$ cat src/rtl/vram_bus_arbiter.sv
// Slot arbiter for the shared video memory bus: video fetch has priority, the 68000 port
// gets a forced slot after STARVE_MAX lost slots. Drives DTACK_b, chip select and muxes.
module vram_bus_arbiter #(
  parameter int AW         = 18,
  parameter int DW         = 16,
  parameter int MEM_LAT    = 1,
  parameter int STARVE_MAX = 8
) (
  input  logic          clk,
  input  logic          rst_b,
  input  logic          slot_en,
  input  logic          vid_req,
  input  logic [AW-1:0] vid_addr,
  output logic          vid_gnt,
  output logic          vid_rvld,
  output logic [DW-1:0] rdata,
  input  logic          cpu_req,
  input  logic          cpu_we,
  input  logic [1:0]    cpu_be,
  input  logic [AW-1:0] cpu_addr,
  input  logic [DW-1:0] cpu_wdata,
  output logic          cpu_dtack_b,
  output logic          mem_cs_b,
  output logic [1:0]    mem_we_b,
  output logic [AW-1:0] mem_addr,
  output logic [DW-1:0] mem_wdata,
  input  logic [DW-1:0] mem_rdata,
  output logic          slot_ovr
);

  localparam int SW = $clog2(STARVE_MAX + 1);

  typedef enum logic [1:0] {C_IDLE, C_PEND, C_BUSY, C_ACK} cstate_e;

  cstate_e         state_q, state_d;
  logic [SW-1:0]   starve_q, starve_d;
  logic [MEM_LAT:1] rd_vld_q, rd_vid_q;
  logic            cpu_wr_q;
  logic [DW-1:0]   hold_q;
  logic            hold_vld_q;

  logic            vid_gnt_q, vid_rvld_q, mem_cs_b_q, slot_ovr_q;
  logic [DW-1:0]   rdata_q, mem_wdata_q;
  logic [1:0]      mem_we_b_q;
  logic [AW-1:0]   mem_addr_q;

  logic in_flight, slot_ok, cpu_pend, starved;
  logic vid_win, cpu_win, issue_rd;
  logic ret_vid, ret_cpu, blk;

  // Only reads occupy the return pipe; a write never blocks the next slot.
  always_comb begin
    in_flight = |rd_vld_q;
    slot_ok   = slot_en & ~in_flight;
    cpu_pend  = (state_q == C_PEND) & cpu_req;
    starved   = cpu_pend & (starve_q == SW'(STARVE_MAX));
    vid_win   = slot_ok & vid_req & ~starved;
    cpu_win   = slot_ok & ~vid_win & cpu_pend;
    issue_rd  = vid_win | (cpu_win & ~cpu_we);
    ret_vid   = rd_vld_q[MEM_LAT] & rd_vid_q[MEM_LAT];
    ret_cpu   = rd_vld_q[MEM_LAT] & ~rd_vid_q[MEM_LAT];
    // CPU read data must stay on rdata while DTACK is asserted
    blk       = (state_q == C_ACK) & ~cpu_wr_q;
  end

  always_comb begin
    state_d = state_q;
    case (state_q)
      C_IDLE: if (cpu_req) state_d = C_PEND;
      C_PEND: begin
        if (!cpu_req)     state_d = C_IDLE;
        else if (cpu_win) state_d = C_BUSY;
      end
      C_BUSY: if (cpu_wr_q || ret_cpu) state_d = cpu_req ? C_ACK : C_IDLE;
      C_ACK:  if (!cpu_req) state_d = C_IDLE;
      default: state_d = C_IDLE;
    endcase
  end

  always_comb begin
    starve_d = starve_q;
    if (state_q != C_PEND || cpu_win)
      starve_d = '0;
    else if (vid_win && starve_q < SW'(STARVE_MAX))
      starve_d = starve_q + SW'(1);
  end

  always_ff @(posedge clk) begin
    if (!rst_b) begin
      state_q     <= C_IDLE;
      starve_q    <= '0;
      rd_vld_q    <= '0;
      rd_vid_q    <= '0;
      cpu_wr_q    <= 1'b0;
      hold_q      <= '0;
      hold_vld_q  <= 1'b0;
      vid_gnt_q   <= 1'b0;
      vid_rvld_q  <= 1'b0;
      rdata_q     <= '0;
      mem_cs_b_q  <= 1'b1;
      mem_we_b_q  <= 2'b11;
      mem_addr_q  <= '0;
      mem_wdata_q <= '0;
      slot_ovr_q  <= 1'b0;
    end else begin
      state_q    <= state_d;
      starve_q   <= starve_d;
      vid_gnt_q  <= vid_win;
      mem_cs_b_q <= ~(vid_win | cpu_win);
      mem_we_b_q <= (cpu_win & cpu_we) ? ~cpu_be : 2'b11;
      slot_ovr_q <= slot_en & in_flight;
      if (vid_win)      mem_addr_q <= vid_addr;
      else if (cpu_win) mem_addr_q <= cpu_addr;
      if (cpu_win & cpu_we) mem_wdata_q <= cpu_wdata;
      if (cpu_win)          cpu_wr_q    <= cpu_we;

      for (int i = MEM_LAT; i > 1; i--) begin
        rd_vld_q[i] <= rd_vld_q[i-1];
        rd_vid_q[i] <= rd_vid_q[i-1];
      end
      rd_vld_q[1] <= issue_rd;
      rd_vid_q[1] <= vid_win;

      vid_rvld_q <= 1'b0;
      if (ret_cpu) begin
        rdata_q <= mem_rdata;
      end else if (blk) begin
        if (ret_vid) begin
          hold_q     <= mem_rdata;
          hold_vld_q <= 1'b1;
        end
      end else if (hold_vld_q) begin
        // drain the parked video word; a coincident return takes its place
        rdata_q    <= hold_q;
        vid_rvld_q <= 1'b1;
        hold_vld_q <= ret_vid;
        if (ret_vid) hold_q <= mem_rdata;
      end else if (ret_vid) begin
        rdata_q    <= mem_rdata;
        vid_rvld_q <= 1'b1;
      end
    end
  end

  assign vid_gnt     = vid_gnt_q;
  assign vid_rvld    = vid_rvld_q;
  assign rdata       = rdata_q;
  assign cpu_dtack_b = (state_q != C_ACK);
  assign mem_cs_b    = mem_cs_b_q;
  assign mem_we_b    = mem_we_b_q;
  assign mem_addr    = mem_addr_q;
  assign mem_wdata   = mem_wdata_q;
  assign slot_ovr    = slot_ovr_q;

endmodule

$ cat config.mk
export PLATFORM = sky130hd
export DESIGN_NAME = vram_bus_arbiter
export DESIGN_NICKNAME = d
export VERILOG_FILES = /design/src/rtl/vram_bus_arbiter.sv
export SDC_FILE = /design/constraint.sdc
export NUM_CORES = 1
export LEC_CHECK = 0
export BUFFER_PORTS_ARGS = -buffer_cell sky130_fd_sc_hd__clkbuf_2
export CELL_PAD_IN_SITES_DETAIL_PLACEMENT = 1
export CELL_PAD_IN_SITES_GLOBAL_PLACEMENT = 1
export CORE_MARGIN = 3
export CORE_UTILIZATION = 38
export CTS_CLUSTER_SIZE = 24
export DETAILED_ROUTE_END_ITERATION = 7
export PLACE_DENSITY_LB_ADDON = 0.1
export SLEW_MARGIN = 20
export SYNTH_ARGS = -nofsm -noshare
export SYNTH_HDL_FRONTEND = slang
export SYNTH_SLANG_ARGS = --single-unit
$ cat constraint.sdc
create_clock -name clk -period 4.3 [get_ports clk]
set_input_delay 0.645 -clock clk [delete_from_list [all_inputs] [get_ports clk]]
set_output_delay 0.645 -clock clk [all_outputs]
set_load 0.05 [all_outputs]
# ---- Word level (Yosys, flattened, before mapping)
# Index checks and enable logic that the tools add are counted.
dict set report word_totals {
  elab_cells 88
  register_bits 81
  out_inout_bits 57
  in_bits 76
}
dict set report classes {
  order_cmp 1
  addsub 1
  n_mux 21
  n_eq_ne 12
  reduce_logical 14
  bitwise_logic 25
}
# cell count
set op_table {}
lappend op_table {{16-bit two-way mux} 7}
lappend op_table {{18-bit two-way mux} 2}
lappend op_table {{1-bit AND} 13}
lappend op_table {{2-bit two-way mux} 6}
lappend op_table {{2-bit != test, second input constant} 6}
lappend op_table {{1-bit inverter} 9}
lappend op_table {{2-bit one-hot mux with 4 select lines} 1}
lappend op_table {{2-bit AND reduction} 4}
lappend op_table {{1-bit two-way mux} 5}
lappend op_table {{4-bit by 1-bit adder with 4-bit output, second input constant} 1}
lappend op_table {{2-bit equality test, second input constant} 2}
lappend op_table {{4-bit equality test, second input constant} 1}
lappend op_table {{4-bit less-than comparator, second input constant} 1}
lappend op_table {{4-bit AND reduction} 1}
lappend op_table {{2-bit nonzero test} 2}
lappend op_table {{3-bit != test, second input constant} 1}
lappend op_table {{3-bit nonzero test} 1}
lappend op_table {{3-bit OR reduction} 1}
lappend op_table {{2-bit by 1-bit equality test with 1-bit output, second input constant} 1}
lappend op_table {{2-bit logical NOT} 1}
lappend op_table {{1-bit logical OR} 2}
lappend op_table {{2-bit by 1-bit != test with 1-bit output, second input constant} 1}
lappend op_table {{2-bit inverter} 1}
lappend op_table {{1-bit OR} 2}
lappend op_table {{2 further kinds} 2}

# ---- Depth between registers and ports, before layout
# Gate-level depths: netlist of the first run.
dict set report logic_depth {
  ltp_word 11
  ltp_mapped 8
  mapped_depth_nobuf 6
}

# ---- Worst setup path after synthesis of the first run
# No wires, ideal clock.
dict set report synth_timing {
  path_kind {reg-to-reg}
  start {register vid_gnt (netlist name)}
  end {register rdata_q[0] (netlist: rdata[0])}
  stages_incl_launch_ff 6
  path_buffers 2
  setup_ns 0.091
  arrival_time_ns 1.541
  synth_period_minus_slack_ns 1.632
  path_slack_ns 2.668
  required_ns 4.209
  cell_sequence {dfxtp_1 nand2b_1 buf_4 buf_2 nand3_1 a311oi_1}
}
# element line_no
set synth_rtl {}
lappend synth_rtl {{end signal, assigned} 126} ;# rdata_q <= mem_rdata;
lappend synth_rtl {{end signal, assigned} 134} ;# rdata_q <= hold_q;
lappend synth_rtl {{end signal, assigned} 139} ;# rdata_q <= mem_rdata;
lappend synth_rtl {{end, declared} 43} ;# logic [DW-1:0] rdata_q, mem_wdata_q;

# ---- Worst setup path in the final report of the first run
dict set report layout_timing {
  start {register hold_vld_q}
  end {register rdata_q[13] (netlist: rdata[13])}
}
dict set report layout_between {
  elab_chain_len 3
  word_cells_on_any_way 5
}
# element line_no
set layout_lines {}
lappend layout_lines {{start, declared} 40} ;# logic hold_vld_q;
lappend layout_lines {{start signal, assigned} 136} ;# hold_vld_q <= ret_vid;
lappend layout_lines {{16-bit two-way mux} 132} ;# end else if (hold_vld_q) begin
lappend layout_lines {{16-bit two-way mux} 127} ;# end else if (blk) begin
lappend layout_lines {{16-bit two-way mux} 125} ;# if (ret_cpu) begin
# Parallel ways exist; a longest one is shown, timed or not. The select of a mux whose other input is x is not followed.
# A chain may end at the register's enable or synchronous reset.

==> metrics.md, run 1 <==
| Metric | Value |
|---|---|
| Status | `completed` |
| Initial antenna violation count | `0` |
| First-pass GRT wire length | `14.86 mm` |
| Min Clock Period, post-route | `2168 ps` |
| TritonCTS Sinks | `81` |
| Worst path depth | `4` |
| Max-slew headroom | `0.3227` |
| Initial core utilization | `0.4018` |
| YS warnings | `0` |
| Peak VDD IR | `180.6 uV` |
| Maxcap violations | `0` |
| Req. time, crit path | `4540 ps` |
| Grt ovf | `0` |
| Final ANT Viol Nets | `0` |
| Synth cell types | `38` |
| Final HPWL DP | `6.344 mm` |
| Register area share after synthesis | `0.4768` |
| CP Launch Type | `flip-flop` |
| RSZ-0062 raised after global routing | `no` |
| Cells on worst reg2reg path | `4` |
| CP Buf/Inv Count | `0` |
| Most frequent cells in the layout | `clkbuf_2, nand2_1, dfxtp_1, nor2_1, mux2i_1` |
| Largest stage delay, worst path | `870 ps` |
| Pins Over Slew Limit | `0` |
| Syn avg cell area | `8.787 um2` |
| Clock skew | `12.75 ps` |
| Reg-to-reg slack, setup | `2130 ps` |
| Crit path capture | `rdata[13]$_SDFFE_PN0P_` |
| Via density | `5.034` |
| Core Rows | `33` |
| Post-Synthesis Cells | `387` |
| CP dominant cell by count | `nor2_1` |
| Drt wl/cell | `14.44 um` |
| Max frequency | `461.2 MHz` |
| Critical path type | `flip-flop to flip-flop` |
| Final Hold Vio Count | `0` |
| Fillcell total | `1,053` |
| Clock transition at the registers of the reported paths | `70 ps` |
| TritonRoute pass-1 iters | `4` |
| 1st-iter DRT viols | `81` |
| Setup Fix Bufs, Post-CTS | `0` |
| Hold WC Path Type | `input pin to flip-flop` |
| CTS Buffer Depth | `2` |
| Vias | `3,081` |
| Pin count of the biggest net entering global routing | `58` |
| Leakage Power | `1.940 nW` |
| CTS root buf | `clkbuf_8` |
| Count of final setup violators | `0` |
| Slew of the pin with the lowest slew margin | `1016 ps` |
| Port bufs | `132` |
| FF-to-FF End | `rdata[13]$_SDFFE_PN0P_` |
| Die Ht | `100.6 um` |
| Worst-path cell chain | `nor2_1 -> o21ai_4 -> nor2_1 -> a311oi_1` |
| Tot GR Track Use | `0.1804` |
| Commonest non-fill, non-tap cell in the layout | `clkbuf_2` |
| Post-synth design cell area | `3401 um2` |
| Syn nets | `465` |
| CP delay by family, top | `compound AO/OA/AOI/OAI gates` |
| Layout cells sized above 1 | `0.3156` |
| Antenna fix cells | `0` |
| PostCTS Resize Cnt | `0` |
| Crit. Startpoint | `hold_vld_q$_SDFFE_PN0P_` |
| PD cells | `399.8 nW/um2` |
| Hold Buf Count CTS | `0` |
| Htree depth | `3` |
| Core area | `8464 um2` |
| Slowest-stage cell, CP | `dfxtp_1` |
| Routability Congestion | `0.7008` |
| Worst-path fanout max | `32` |
| Final Cycle Share | `0.5042` |
| Vias in the first global route | `3,239` |
| Setup crit end kind | `flip-flop` |
| Crit path DAT | `2410 ps` |
| Num CTS Buffers | `9` |
| Synth Register Bits | `81` |
| Synth-to-layout area growth | `25.61%` |
| Total Nets Final | `580` |
| Io pins | `133` |
| Pwr Total | `0.001708 W` |
| Post-Route WL | `8.836 mm` |
| DRC | `0` |
| Worst R2R Start | `hold_vld_q$_SDFFE_PN0P_` |
| Post-Route Setup TNS | `0 ps` |
| Die area | `10,120 um2` |
| CTS tree | `yes` |
| Skew-Pair Late Insertion Delay | `350 ps` |
| Die width | `100.6 um` |
[layout make-up]
cell class                      instances  area (um2)  area share
Clock buffer                           11       131.4     0.03076
Clock inverter                          5       103.9     0.02431
Inverter                                4       15.01    0.003515
Multi-Input combinational cell        271        1585      0.3711
Sequential cell                        81        1622      0.3796
Tap cell                              105       131.4     0.03076
Timing Repair Buffer                  135       683.2      0.1599
[worst register-to-register path: stages (launching register included)]
cell      delay (ps)
dfxtp_1          870
nor2_1           180
o21ai_4          670
nor2_1            90
a311oi_1         260
[worst min path at each step]
stage,cells past startpoint,from,slack (ps),to
after floorplan,2,cpu_wr_q$_SDFFE_PN0P_,460,cpu_wr_q$_SDFFE_PN0P_
after global placement,2,mem_wdata[1]$_SDFFE_PN0P_,440,mem_wdata[1]$_SDFFE_PN0P_
after detailed placement,2,mem_wdata[8]$_SDFFE_PN0P_,460,mem_wdata[8]$_SDFFE_PN0P_
after CTS,2,cpu_be[0],450,mem_we_b[0]$_SDFF_PN1_
after global routing,2,cpu_be[1],450,mem_we_b[1]$_SDFF_PN1_
final,2,cpu_be[0],460,mem_we_b[0]$_SDFF_PN1_
[report_power, final]
group	switching (W)	internal (W)	total, W
combinational	0.000182	0.0000750	0.000257
clock	0.000267	0.000386	0.000654
sequential	0.0000176	0.000780	0.000797
[stage by stage]
step	util	std cells	setup slack, ps	area, um2	hold WS, ps
floorplan	-	387	2668	3401	463.0
global placement	0.4769	596	1958	4036	441.2
detailed placement	0.4769	596	1939	4036	456.1
CTS	0.5047	612	2086	4272	447.1
global route	0.5047	612	1836	4272	449.8
finish	0.5047	612	2132	4272	463.0
[metal layers]
layer,share of wire,vias to the layer above,track usage
met5,0,-,0
met4,0.0091,0,0.04041
met3,0.083,5,0.07682
met2,0.49,81,0.3149
met1,0.42,1443,0.2036
li1,-,1552,-
[cells in the mapped netlist (all sizes together)]
library cell / count / share of area
nand2: 91 / 0.10
dfxtp: 81 / 0.48
nor2: 40 / 0.044
mux2i: 33 / 0.097
o21ai: 22 / 0.036
nand3: 21 / 0.031
a31oi: 18 / 0.033
clkbuf: 17 / 0.019
a311oi: 16 / 0.041
buf: 14 / 0.036
a21oi: 5 / 0.0085
inv: 4 / 0.0044
nand3b: 4 / 0.016
and3: 2 / 0.0037
ha: 2 / 0.0074
nand2b: 2 / 0.0037
nor3b: 2 / 0.0044
a221oi: 1 / 0.0026
and2: 1 / 0.0018
and2b: 1 / 0.0026
and3b: 1 / 0.0026
and4bb: 1 / 0.0037
nor2b: 1 / 0.0018
nor3: 1 / 0.0015
o2111ai: 1 / 0.0026
o211ai: 1 / 0.0063
o21a: 1 / 0.0022
o21ba: 1 / 0.0029
xnor2: 1 / 0.0026
xor2: 1 / 0.0026
[flip-flops by register name (all words and copies together) (netlist names)]
signal,cells
mem_we_b,2
cpu_wr_q,1
hold_vld_q,1
rdata,16
hold_q,16
mem_wdata,16
mem_addr,18
vid_rvld,1
mem_cs_b,1
starve_q,4
state_q,2
slot_ovr,1
in_flight,1
vid_gnt,1
[cells by family (layout without fill, tap and decap cells)]
kind of cell	count (synthesis)	count (layout)	share of synthesized area
flops	81	81	0.4768
simple gates	168	168	0.2196
mux	33	33	0.09713
compound gates	66	66	0.1350
fa+ha+maj	2	2	0.007357
xor+xnor	2	2	0.005152
buf+inv	35	155	0.05886
Power figures use the tool's default switching activity.
==> run 2, diff against run 1 <==
- CORE_UTILIZATION: 38 -> 35
- clock period: 4.3 -> 2.15 ns (I/O delays scaled with it)
==> metrics.md, run 2 (synthesis gave the netlist of run 1 again) <==
| Metric | Value |
|---|---|
| Status | `completed` |
| Leakage Power | `1.970 nW` |
| Die Ht | `104.6 um` |
| Count of final setup violators | `0` |
| CP delay by family, top | `buffers and inverters` |
| CP Buf/Inv Count | `2` |
| Fillcell total | `1,176` |
| TritonRoute pass-1 iters | `4` |
| 1st-iter DRT viols | `73` |
| Min-Delay Endpoint | `mem_we_b[0]$_SDFF_PN1_` |
| Setup Fix Bufs, Post-CTS | `0` |
| PD cells | `733.5 nW/um2` |
| Psw | `0.0009847 W` |
| CP Launch Type | `flip-flop` |
| Initial antenna violation count | `0` |
| Vias | `3,155` |
| Cell internal pwr | `0.002204 W` |
| WHS Path Cells | `2` |
| Hold Buf Count CTS | `0` |
| Via density | `4.869` |
| Cells on worst reg2reg path | `7` |
| Commonest non-fill, non-tap cell in the layout | `clkbuf_2` |
| DRC | `0` |
| Min Clock Period, post-route | `1680 ps` |
| Hold WC Path Type | `input pin to flip-flop` |
| Worst R2R Start | `starve_q[1]$_SDFFE_PP0P_` |
| RSZ-0062 raised after global routing | `no` |
| First-pass GRT wire length | `15.98 mm` |
| Initial core utilization | `0.3646` |
| Tot GR Track Use | `0.1759` |
| CTS tree | `yes` |
| Setup crit end kind | `flip-flop` |
| Worst-path cell chain | `inv_1 -> ha_1 -> nand3b_4 -> a21oi_2 -> and3_1 -> buf_4 -> mux2i_1` |
| Clock power share | `0.336` |
| Most frequent cells in the layout | `clkbuf_2, nand2_1, dfxtp_1, nor2_1, mux2i_1` |
| Peak VDD IR | `374.8 uV` |
| Grt ovf | `0` |
| Final core area utilization | `0.4661` |
| Core Rows | `35` |
| Total Nets Final | `592` |
| Antenna fix cells | `0` |
| Sequential power share | `0.499` |
| Final Instance Area | `4348 um2` |
| Final Hold Vio Count | `0` |
| Area occupied by multi-input gates | `1585 um2` |
| Final Cycle Share | `0.7813` |
| Clock transition at the registers of the reported paths | `80 ps` |
| Hold Path Origin | `cpu_be[0]` |
| Port bufs | `132` |
| Max frequency | `595.3 MHz` |
| CTS root buf | `clkbuf_8` |
| Max-slew headroom | `0.7258` |
| Io pins | `133` |
| Post-Route WL | `9.187 mm` |
| Num CTS Buffers | `9` |
| Clock skew | `14.40 ps` |
| Vias in the first global route | `3,414` |
| Htree depth | `3` |
| Post-Route Setup TNS | `0 ps` |
| FF-to-FF End | `mem_wdata[4]$_SDFFE_PN0P_` |
| Routability Congestion | `0.7251` |
| Reg-to-reg slack, setup | `470 ps` |
| Switching share of power | `0.3088` |
| Critical path type | `flip-flop to flip-flop` |
| Worst-path fanout max | `18` |
| Largest stage delay, worst path | `330 ps` |
| Core area | `9328 um2` |
| Inst Count DP | `632` |
| TritonCTS Sinks | `81` |
| Layout cells sized above 1 | `0.3333` |
| Synth-to-layout area growth | `27.85%` |
| Final ANT Viol Nets | `0` |
| Die width | `104.6 um` |
| Pin count of the biggest net entering global routing | `39` |
| PostCTS Resize Cnt | `0` |
| Area occupied by registers | `1622 um2` |
| Combinational share of power | `0.165` |
| Die area | `10,930 um2` |
| Skew-Pair Late Insertion Delay | `350 ps` |
| CTS Buffer Depth | `2` |
| Dpl cell area | `4156 um2` |
| Pins Over Slew Limit | `0` |
| Drt wl/cell | `14.18 um` |
| Crit path DAT | `1950 ps` |
| Max FFs per register | `18` |
| Final HPWL DP | `6.843 mm` |
| Slowest-stage cell, CP | `dfxtp_1` |
| Slew of the pin with the lowest slew margin | `411.4 ps` |
| Maxcap violations | `0` |
| Req. time, crit path | `2420 ps` |
| Finished Layout Cells | `648` |
-- run 2: changes by cell type in the layout (fill, tap and decap cells not counted) --
cell        delta
inv_2          -1
clkbuf_1       -2
inv_1          +1
clkinv_2       -1
clkinvlp_4     +3
bufinv_16      -3
buf_4         +12
clkbuf_8       +2
clkinv_4       +1
-- run 2: metrics by stage --
step                hold slack, ps  setup slack (ps)  total power [W]
floorplan                    394.3             518.0         0.001986
global placement             442.7             547.9         0.002150
detailed placement           454.3             452.0         0.002162
CTS                          106.6             444.4         0.003242
global route                 116.4             297.1         0.003354
finish                       129.9             470.2         0.003189
-- run 2: per-layer routing --
| metal | global-route usage | routed length [um] | vias up |
|---|---|---|---|
| met5 | 0 | 0 | - |
| met4 | 0.04967 | 106 | 0 |
| met3 | 0.06609 | 694 | 9 |
| met2 | 0.3081 | 4532 | 88 |
| met1 | 0.1999 | 3854 | 1478 |
| li1 | - | - | 1580 |
-- run 2: final cells by class --
class / count / share of cell area
Clock buffer: 11 / 0.03482
Timing Repair Buffer: 147 / 0.1778
Sequential cell: 81 / 0.3730
Tap cell: 129 / 0.03712
Multi-Input combinational cell: 271 / 0.3646
Inverter: 4 / 0.003453
Clock inverter: 5 / 0.009209
-- run 2: worst reg2reg max path, cell delays in order (launching register included) --
cell	delay [ps]
dfxtp_1	330
inv_1	90
ha_1	210
nand3b_4	100
a21oi_2	190
and3_1	170
buf_4	290
mux2i_1	230
-- run 2: power by group through the flow --
stage / sequential, W / combinational (W) / clock [W]
6_report: 0.00159 / 0.000527 / 0.00107
3_5_place_dp: 0.00163 / 0.000534 / 0
2_1_floorplan: 0.00182 / 0.000166 / 0
5_1_grt: 0.00160 / 0.000574 / 0.00118
4_1_cts: 0.00159 / 0.000535 / 0.00111
3_3_place_gp: 0.00163 / 0.000525 / 0
-- run 2: how the worst max path moves through the flow --
stage | startpoint | to | slack, ps | cells after the start
2_1_floorplan | vid_gnt$_SDFF_PN0_ | rdata[0]$_SDFFE_PN0P_ | 520 | 5
3_3_place_gp | starve_q[0]$_SDFFE_PP0P_ | mem_wdata[3]$_SDFFE_PN0P_ | 550 | 7
3_5_place_dp | starve_q[1]$_SDFFE_PP0P_ | mem_wdata[2]$_SDFFE_PN0P_ | 450 | 7
4_1_cts | starve_q[1]$_SDFFE_PP0P_ | mem_wdata[4]$_SDFFE_PN0P_ | 440 | 7
5_1_grt | starve_q[1]$_SDFFE_PP0P_ | mem_wdata[14]$_SDFFE_PN0P_ | 300 | 7
6_report | starve_q[1]$_SDFFE_PP0P_ | mem_wdata[4]$_SDFFE_PN0P_ | 470 | 7
==> run 3, diff against run 2 <==
- clock period: 2.15 -> 1.7 ns (I/O delays scaled with it)
==> metrics.md, run 3 (synthesis gave the netlist of run 1 again) <==
| Metric | Value |
|---|---|
| Status | `completed` |
| Max frequency | `647.7 MHz` |
| Vias in the first global route | `3,322` |
| Core Rows | `35` |
| Htree depth | `3` |
| Worst-path cell chain | `inv_1 -> ha_1 -> nand3b_4 -> a21oi_4 -> and3_4 -> buf_12 -> mux2i_1` |
| Final ANT Viol Nets | `0` |
| TritonCTS Sinks | `81` |
| Layout cells sized above 1 | `0.3320` |
| Core area | `9328 um2` |
| Tot GR Track Use | `0.1713` |
| Hold Buf Count CTS | `0` |
| Vias | `3,152` |
| Maxcap violations | `0` |
| Pre-CTS setup slack | `109.3 ps` |
| Min Clock Period, post-route | `1544 ps` |
| Post-Route WL | `9.298 mm` |
| Most frequent cells in the layout | `clkbuf_2, nand2_1, dfxtp_1, nor2_1, mux2i_1` |
| RSZ-0062 raised after global routing | `no` |
| Setup crit end kind | `flip-flop` |
| Initial core utilization | `0.3646` |
| Max-slew headroom | `0.7243` |
| Slowest-stage cell, CP | `dfxtp_1` |
| DRC | `0` |
| Initial antenna violation count | `0` |
| Port bufs | `132` |
| Antenna fix cells | `0` |
| CTS root buf | `clkbuf_8` |
| Commonest non-fill, non-tap cell in the layout | `clkbuf_2` |
| Synth-to-layout area growth | `29.25%` |
| CP Buf/Inv Count | `2` |
| Largest stage delay, worst path | `350 ps` |
| Hold WC Path Type | `input pin to flip-flop` |
| Die width | `104.6 um` |
| Final Hold Vio Count | `0` |
| Io pins | `133` |
| Pin count of the biggest net entering global routing | `39` |
| Routability Congestion | `0.7233` |
| Grt ovf | `0` |
| 1st-iter DRT viols | `66` |
| Final Cycle Share | `0.9082` |
| Worst hold margin | `56.60 ps` |
| Skew-Pair Late Insertion Delay | `350 ps` |
| Clock transition at the registers of the reported paths | `80 ps` |
| Num CTS Buffers | `9` |
| Final core area utilization | `0.4712` |
| Pins Over Slew Limit | `0` |
| Final Instance Area | `4395 um2` |
| PD cells | `921.9 nW/um2` |
| Req. time, crit path | `1980 ps` |
| CP delay by family, top | `flip-flops` |
| Worst-path fanout max | `18` |
| CTS tree | `yes` |
| Total Nets Final | `592` |
| Slew of the pin with the lowest slew margin | `413.6 ps` |
| CTS Buffer Depth | `2` |
| Peak VDD IR | `517.0 uV` |
| First-pass GRT wire length | `15.42 mm` |
| TritonRoute pass-1 iters | `3` |
| Critical path type | `flip-flop to flip-flop` |
| Die area | `10,930 um2` |
| Leakage Power | `1.978 nW` |
| Via density | `4.872` |
| Dpl cell area | `4194 um2` |
| Clock skew | `11.14 ps` |
| Final HPWL DP | `6.844 mm` |
| Drt wl/cell | `14.37 um` |
| Count of final setup violators | `0` |
| Post-Route Setup TNS | `0 ps` |
| Final setup margin | `156.1 ps` |
| Max FFs per register | `18` |
| CP Launch Type | `flip-flop` |
| Die Ht | `104.6 um` |
| Crit path DAT | `1820 ps` |
[run 3: area by class of cell]
class                           instances  area, um2
Sequential cell                        81       1622
Timing Repair Buffer                  147      814.5
Tap cell                              129      161.4
Clock buffer                           10      127.6
Inverter                                4      15.01
Fill cell                            1166       4932
Multi-Input combinational cell        271       1598
Clock inverter                          5      57.56
[run 3: routing by layer]
metal / share of wire / GRT usage / up-vias
met3: 0.073 / 0.05559 / 11
met2: 0.51 / 0.3049 / 92
met1: 0.40 / 0.1885 / 1474
met4: 0.016 / 0.06748 / 0
met5: 0 / 0 / -
li1: - / - / 1575
[run 3: path summary, 6_finish.rpt]
path / start / endpoint / slack [ps] / depth (start not counted)
worst min-delay path: cpu_be[0] / mem_we_b[0]$_SDFF_PN1_ / 60 / 2
worst min register to register: mem_wdata[12]$_SDFFE_PN0P_ / mem_wdata[12]$_SDFFE_PN0P_ / 460 / 2
worst max register to register: starve_q[0]$_SDFFE_PP0P_ / mem_wdata[6]$_SDFFE_PN0P_ / 160 / 7
worst max-delay path: starve_q[0]$_SDFFE_PP0P_ / mem_wdata[6]$_SDFFE_PN0P_ / 160 / 7
[run 3: power breakdown]
part / leakage [nW] / internal (W) / switching (W)
sequential: 0.660 / 0.00197 / 0.0000437
clock: 0.0844 / 0.000668 / 0.000690
combinational: 1.23 / 0.000208 / 0.000470
total: 1.98 / 0.00285 / 0.00120
[run 3: timing repair]
action                                 4_1_cts  5_1_grt
resized for setup                            0        3
endpoints found under the hold margin        0        0
buffers inserted                             0        0
setup endpoints to repair                    0       14
[run 3: stage by stage]
step	cells	total power (W)
after CTS	647	0.004109
final	647	0.004052
after global placement	632	0.002726
after floorplan	387	0.002512
after global routing	647	0.004252
after detailed placement	632	0.002744
[run 3: worst register-to-register path, cell delays in order, from the launching register on]
cell and delay [ps]:
dfxtp_1 350, inv_1 70, ha_1 180, nand3b_4 110
a21oi_4 180, and3_4 210, buf_12 170, mux2i_1 210
